==> src/rtl/sar_adc_scan_ctrl.sv <==
// Multi-channel SAR ADC scan controller: binary-search conversion per enabled channel, valid/ready result port.
// Optional 4-pass averaging per channel when SAR_ADC_AVG_EN is defined.
module sar_adc_scan_ctrl #(
  parameter int RES        = 8,
  parameter int NCH        = 4,
  parameter int SAMPLE_CYC = 2,
  parameter int CW         = (NCH > 1) ? $clog2(NCH) : 1
) (
  input  logic           wb_clk_i,
  input  logic           wb_rst_i,
  input  logic           start_i,
  input  logic           cont_i,
  input  logic [NCH-1:0] ch_mask_i,
  input  logic           cmp_i,
  output logic           sample_o,
  output logic [CW-1:0]  ch_sel_o,
  output logic [RES-1:0] dac_o,
  output logic [RES-1:0] data_o,
  output logic [CW-1:0]  data_ch_o,
  output logic           valid_o,
  input  logic           ready_i,
  output logic           busy_o
);

  localparam int KW = $clog2(RES);
  localparam int SW = (SAMPLE_CYC > 1) ? $clog2(SAMPLE_CYC) : 1;

  typedef enum logic [1:0] {S_IDLE, S_SAMPLE, S_CONV, S_OUT} state_t;

  state_t         state_q, state_d;
  logic [NCH-1:0] mask_q;
  logic [CW-1:0]  ch_q;
  logic [SW-1:0]  scnt_q;
  logic [KW-1:0]  k_q;
  logic           dec_q;
  logic [RES-1:0] r_q, r_fin, trial_bit;
  logic [RES-1:0] data_q, avg_res;
  logic [CW-1:0]  dch_q;
  logic           start_ok, samp_done, bit_done, pass_last;
  logic           has_next, wrap_ok;
  logic [CW-1:0]  nxt_ch;

  function automatic logic [CW-1:0] lowest_set(input logic [NCH-1:0] m);
    lowest_set = '0;
    for (int i = NCH-1; i >= 0; i--)
      if (m[i]) lowest_set = CW'(i);
  endfunction

  assign start_ok  = start_i && (ch_mask_i != '0);
  assign samp_done = (scnt_q == SW'(SAMPLE_CYC-1));
  assign bit_done  = dec_q && (k_q == '0);
  assign wrap_ok   = cont_i && (ch_mask_i != '0);

  // next enabled channel above the current one in the latched mask
  always_comb begin
    has_next = 1'b0;
    nxt_ch   = '0;
    for (int i = NCH-1; i >= 0; i--)
      if (mask_q[i] && (i > int'(ch_q))) begin
        has_next = 1'b1;
        nxt_ch   = CW'(i);
      end
  end

  // result with the bit under test resolved by the comparator
  always_comb begin
    r_fin      = r_q;
    r_fin[k_q] = cmp_i;
    trial_bit      = '0;
    trial_bit[k_q] = 1'b1;
  end

`ifdef SAR_ADC_AVG_EN
  logic [1:0]     pass_q;
  logic [RES+1:0] acc_q, acc_sum;

  assign pass_last = (pass_q == 2'd3);
  assign acc_sum   = acc_q + {2'b00, r_fin};
  assign avg_res   = acc_sum[RES+1:2];

  // accumulator restarts with every channel
  always_ff @(posedge wb_clk_i) begin
    if (wb_rst_i) begin
      pass_q <= '0;
      acc_q  <= '0;
    end else if (state_q == S_IDLE || (state_q == S_OUT && ready_i)) begin
      pass_q <= '0;
      acc_q  <= '0;
    end else if (state_q == S_CONV && bit_done) begin
      pass_q <= pass_q + 2'd1;
      acc_q  <= acc_sum;
    end
  end
`else
  assign pass_last = 1'b1;
  assign avg_res   = r_fin;
`endif

  // state register
  always_ff @(posedge wb_clk_i) begin
    if (wb_rst_i) state_q <= S_IDLE;
    else          state_q <= state_d;
  end

  // next-state logic
  always_comb begin
    state_d = state_q;
    case (state_q)
      S_IDLE:   if (start_ok) state_d = S_SAMPLE;
      S_SAMPLE: if (samp_done) state_d = S_CONV;
      S_CONV:   if (bit_done) state_d = pass_last ? S_OUT : S_SAMPLE;
      S_OUT:    if (ready_i) state_d = (has_next || wrap_ok) ? S_SAMPLE : S_IDLE;
      default:  state_d = S_IDLE;
    endcase
  end

  // datapath
  always_ff @(posedge wb_clk_i) begin
    if (wb_rst_i) begin
      mask_q <= '0;
      ch_q   <= '0;
      scnt_q <= '0;
      k_q    <= '0;
      dec_q  <= 1'b0;
      r_q    <= '0;
      data_q <= '0;
      dch_q  <= '0;
    end else begin
      scnt_q <= (state_q == S_SAMPLE) ? scnt_q + SW'(1) : '0;
      case (state_q)
        S_IDLE: begin
          if (start_ok) begin
            mask_q <= ch_mask_i;
            ch_q   <= lowest_set(ch_mask_i);
          end
        end
        S_SAMPLE: begin
          k_q   <= KW'(RES-1);
          dec_q <= 1'b0;
          r_q   <= '0;
        end
        S_CONV: begin
          dec_q <= ~dec_q;
          if (dec_q) begin
            r_q <= r_fin;
            if (k_q != '0) k_q <= k_q - KW'(1);
          end
          if (bit_done && pass_last) begin
            data_q <= avg_res;
            dch_q  <= ch_q;
          end
        end
        S_OUT: begin
          if (ready_i) begin
            if (has_next) ch_q <= nxt_ch;
            else if (cont_i) begin
              mask_q <= ch_mask_i;
              if (ch_mask_i != '0) ch_q <= lowest_set(ch_mask_i);
            end
          end
        end
        default: ;
      endcase
    end
  end

  // outputs
  always_comb begin
    sample_o  = (state_q == S_SAMPLE);
    valid_o   = (state_q == S_OUT);
    busy_o    = (state_q != S_IDLE);
    dac_o     = (state_q == S_CONV) ? (r_q | trial_bit) : '0;
    ch_sel_o  = ch_q;
    data_o    = data_q;
    data_ch_o = dch_q;
  end

endmodule
==> config.mk <==
export PLATFORM = sky130hd
export DESIGN_NAME = sar_adc_scan_ctrl
export DESIGN_NICKNAME = d
export VERILOG_FILES = /design/src/rtl/sar_adc_scan_ctrl.sv
export SDC_FILE = /design/constraint.sdc
export NUM_CORES = 1
export LEC_CHECK = 0
export ABC_AREA = 1
export BUFFER_PORTS_ARGS = -buffer_cell sky130_fd_sc_hd__buf_4
export CORE_UTILIZATION = 40
export DETAILED_ROUTE_END_ITERATION = 8
export MAX_ROUTING_LAYER = met4
export SYNTH_ARGS = -nofsm -noshare
export SYNTH_HDL_FRONTEND = slang
export SYNTH_SLANG_ARGS = --single-unit
==> constraint.sdc <==
create_clock -name wb_clk_i -period 1.5 [get_ports wb_clk_i]
set_input_delay 0.15 -clock wb_clk_i [delete_from_list [all_inputs] [get_ports wb_clk_i]]
set_output_delay 0.15 -clock wb_clk_i [all_outputs]
set_load 0.1 [all_outputs]
# Word-level counts from Yosys, hierarchy flattened
# Cells that the tools add are included.
# W data, S select, Z words.
dict set report totals {
  wordCells 91
  out_inout_bits 23
  register_bits 31
  in_bits 10
}
dict set report op_classes {
  n_reduce_logical 22
  bitwise_logic 3
  mux 37
  eq_ne 13
  n_lt_le_gt_ge 5
  addsub 2
}
# operator n
set ops {}
lappend ops {{$mux W2} 16}
lappend ops {{$mux W4} 4}
lappend ops {{$mux W8} 2}
lappend ops {{$pmux W8 S2} 1}
lappend ops {{$ne A2 B2 Y1 const B} 6}
lappend ops {{$reduce_and A5 Y1} 2}
lappend ops {{$bwmux W8} 1}
lappend ops {{$or A8 B8 Y8} 1}
lappend ops {{$pmux W2 S4} 1}
lappend ops {{$pmux W4 S2} 1}
lappend ops {{$logic_and A1 B1 Y1} 7}
lappend ops {{$mux W3} 2}
lappend ops {{$pmux W3 S2} 1}
lappend ops {{$reduce_bool A2 Y1} 3}
lappend ops {{$mux W1} 5}
lappend ops {{$eq A2 B2 Y1 const B} 2}
lappend ops {{$gt A2 B2 Y1 const A} 2}
lappend ops {{$lt A3 B4 Y1 const B} 1}
lappend ops {{$ne A2 B1 Y1 const B} 2}
lappend ops {{$pmux W2 S2} 1}
lappend ops {{$reduce_and A2 Y1} 2}
lappend ops {{$reduce_and A4 Y1} 1}
lappend ops {{$reduce_bool A4 Y1} 1}
lappend ops {{$demux W1 S3} 1}
lappend ops {{other kinds (15)} 16}

# Depth between registers and ports, before layout
dict set report depth {
  word_depth 9
  mapped_depth 10
  mapped_depth_nobuf 10
}

# Worst setup path after synthesis
# No wires, ideal clock.
dict set report synth_path {
  path_type {register to output}
  startpoint {register state_q[0]}
  endpoint {output port dac_o[3]}
  arrival_ns 2.424
  stages_incl_launch_ff 6
  n_path_buf 1
  slack_ns -1.074
  required_time_ns 1.350
  cell_sequence {dfxtp_1 > inv_1 > ha_1 > inv_2 > clkbuf_1 > a21oi_1}
}
dict set report synth_via {
  elab_chain_cells 2
}
# element line
set synth_rtl {}
lappend synth_rtl {{start, declared} 30} ;# state_t state_q, state_d;
lappend synth_rtl {{start signal, assigned} 102} ;# else state_q <= state_d;
lappend synth_rtl {{$eq A2 B2 Y1} 172} ;# dac_o = (state_q == S_CONV) ? (r_q | trial_bit) : '0;
lappend synth_rtl {{$mux W8} 172}
lappend synth_rtl {{end, declared} 17} ;# output logic [RES-1:0] dac_o,
# No other way between the ends.

# Worst setup path after layout
# Ends and elaborated chain as after synthesis.

==> flow_summary.yaml <==
pwr:
  clockPowerShare: 0.154
  power_frac_comb: 0.593
  power.total_mw: 4.37
  p_int_mw: 2.23
  peakVddDrop_v: 0.00126
  swShare: 0.490
  p_leak_nw: 1.05
  seq_power_share: 0.252
  pwr_density_cell_nw_per_um2: 1730
  p_sw_mw: 2.14
setup_path:
  r2r_end: "data_o[5]$_SDFFE_PP0P_"
  path_max_fanout: 7
  required_ps: 1350
  rrSetupSlack_ps: 30
  critical_path_class: "reg -> out"
  r2r-start: "state_q[0]$_SDFFE_PP0P_"
  critPathLaunchType: "flop"
  r2r_cells: 9
  crit_arrival_ps: 1360
  end_kind: "output port"
logic_synthesis:
  avgSynthCellArea_sq_um: 6.95
  syn_nets: 253
  netlist_instances: 236
  ys_seq_area_frac: 0.366
  yosys_warnings: 0
  yosysUniqueCellTypes: 30
  syn-cell-area_sq_um: 1640
  ys_ff_latch: 30
global_route:
  grt_use_met1: 0.262
  grt_max_degree: 19
  grt_use_total: 0.203
  grt.met2_usage: 0.309
  grt_busiest_layer: "met2"
  first_global_vias: 1463
  use_met3: 0.0483
  antenna_found_initial: 0
  grt_pass1_wl_mm: 6.51
  grt.overflow.total: 0
min_path:
  hp-start: "wb_rst_i"
  hp-class: "in -> reg"
  hold_path_depth: 2
  hold_end: "r_q[7]$_SDFFE_PP0P_"
layout:
  final_cell_area_sq_um: 2530
  n_antenna_cell: 0
  multi_input_area_sq_um: 1100
  fin_nets: 304
  syn_to_final_growth_pct: 54.4
  seq_area_sq_um: 619
  fillers: 339
  drive_gt1_frac: 0.389
floorplan:
  core_area_sq_um: 3800
  die_w_um: 66.0
  initial_utilization: 0.432
  ioPinCount: 33
  die-area_sq_um: 4360
  rows: 22
  die_h_um: 66.0
cts:
  holdBufCountCts: 0
  cts_tree: "yes"
  insertion_delay_ps: 280
  root_buffer: "clkbuf_8"
  cts.sinks: 30
  cts.path.max_buffers: 2
  cts_inserted_buffers: 5
  cts.clk_slew.worst_paths_ps: 60
  htree_levels: 2
timing:
  setup_slack_ps: -9.33
  rsz0062_at_grt: "true"
  clock_skew_ps: 4.20
  min_period_ps: 1510
  max_freq_mhz: 663
  finalHoldViolations: 0
  worst_pin_slew_ps: 440
  timing.final.crit_share: 1.01
  fin_setup_tns_ps: -9.96
  setup_viol: 2
  slew_violations: 0
  max_slew_margin: 0.707
detailed_routing:
  drt-total-wl_mm: 4.09
  drtPass1Iterations: 4
  drt-wirelength-per-cell_um: 12.2
  first_iter_violations: 59
  via_per_inst: 4.84
  drc: 0
  postRouteAntennaNets: 0
  via_count: 1625
placed_design:
  portBuffers: 32
  place_hpwl_mm: 2.75
  place.gp.congestion: 0.799
  place_area_sq_um: 2110
run_status:
  violations: "setup timing"
  status: "finished, violations left"
flow_run:
  drv_cap: 0
-- stage by stage --
stage	util	instances	setup WS, ps	hold WS, ps
2_1_floorplan	-	236	-230	219
3_3_place_gp	0.555	318	-10.4	460
3_5_place_dp	0.555	318	8.10	467
4_1_cts	0.634	331	-4.45	173
5_1_grt	0.667	336	-59.8	179
6_report	0.667	336	-9.33	175
-- critical path: stages, from the launching register on --
cell and delay (ps):
dfxtp_4 350, inv_4 60, ha_4 140, inv_4 50, buf_12 140, a21oi_4 150, buf_12 190
-- state kept, by name (all words and copies together) (netlist names) --
register,cells
state_q,2
data_ch_o,2
samp_done,1
r_q,8
dec_q,1
mask_q,3
k_q,3
data_o,8
ch_sel_o,2
-- Yosys cell counts --
cell type,count,area share
or2_1,3,0.011
nor2_2,3,0.011
o21bai_1,1,0.0046
clkbuf_1,2,0.0046
inv_1,23,0.053
xor2_1,1,0.0053
a21oi_2,3,0.016
nand3_1,9,0.027
buf_1,1,0.0023
buf_6,2,0.014
ha_1,7,0.053
o21bai_2,1,0.0069
buf_2,1,0.0030
nand3_2,1,0.0061
nor3_4,1,0.0099
o21ai_1,9,0.027
nor2_1,35,0.080
inv_2,5,0.011
nor3_2,2,0.012
o21ai_0,13,0.040
nand3b_1,1,0.0046
a2bb2oi_1,2,0.011
a21oi_1,21,0.064
a211oi_1,2,0.0092
o21a_1,1,0.0046
nor2_4,2,0.014
nand2_1,51,0.12
o31ai_1,1,0.0046
dfxtp_1,30,0.37
nor3_1,2,0.0061
-- cell families (layout without fill, tap and decap cells) --
kind of cell    count (synthesis)  after routing  synth area share
flops                          30             30             0.366
compound gates                 54             54             0.188
simple gates                  110            110             0.300
buf+inv                        34             86            0.0877
fa+ha+maj                       7              7            0.0534
xor+xnor                        1              1           0.00534
-- worst max path at each step --
stage                            start                       end  depth (start not counted)
6_report       state_q[0]$_SDFFE_PP0P_                  dac_o[3]                          6
5_1_grt        state_q[0]$_SDFFE_PP0P_    data_o[1]$_SDFFE_PP0P_                          9
4_1_cts        state_q[0]$_SDFFE_PP0P_                  dac_o[7]                          6
3_5_place_dp   state_q[0]$_SDFFE_PP0P_       r_q[6]$_SDFFE_PP0P_                          8
3_3_place_gp   state_q[0]$_SDFFE_PP0P_       k_q[2]$_SDFFE_PP0P_                          8
2_1_floorplan  state_q[0]$_SDFFE_PP0P_  ch_sel_o[0]$_SDFFE_PP0P_                          9
-- power by group through the flow --
| stage | Sequential, mW | Clock, mW | Combinational, mW |
|---|---|---|---|
| 3_3_place_gp | 1.10 | 0 | 2.22 |
| 5_1_grt | 1.13 | 0.731 | 2.79 |
| 3_5_place_dp | 1.10 | 0 | 2.22 |
| 6_report | 1.10 | 0.675 | 2.59 |
| 2_1_floorplan | 1.38 | 0 | 1.46 |
| 4_1_cts | 1.09 | 0.698 | 2.44 |
-- cell type report --
type,instances,area share
clock inverters,2,0.00445
multi-input cells,172,0.435
inverters,28,0.0479
clock buffers,6,0.0326
repair buffers,50,0.212
well taps,48,0.0237
flip-flops and latches,30,0.245
-- cell usage in the layout, fill, tap and decap left out, types with 3 or more instances in the layout --
cell type and count:
a21oi_1 18, a21oi_4 4, buf_12 10, buf_4 34
buf_6 5, clkbuf_8 6, dfxtp_1 23, dfxtp_2 3
dfxtp_4 4, ha_1 3, ha_4 4, inv_1 19
inv_2 3, inv_4 6, nand2_1 46, nand2_2 4
nand3_1 5, nand3_2 3, nor2_1 27, nor2_2 6
nor2_4 7, nor3_4 3, o21ai_0 11, o21ai_1 10
or2_1 3
-- timing repair --
item | 4_1_cts | 5_1_grt
setup buffers | 5 | 4
endpoints found under the setup margin | 16 | 29
cloned | 0 | 1
pin swaps | 5 | 13
resized for setup | 41 | 20
-- layer usage --
metal / up-vias / part of all wire / routed length (um)
met2: 20 / 0.45 / 1850
met3: 4 / 0.031 / 125
met4: 0 / 0.011 / 45
met5: - / 0 / 0
met1: 734 / 0.51 / 2070
li1: 867 / - / -
Power figures use the tool's default switching activity.
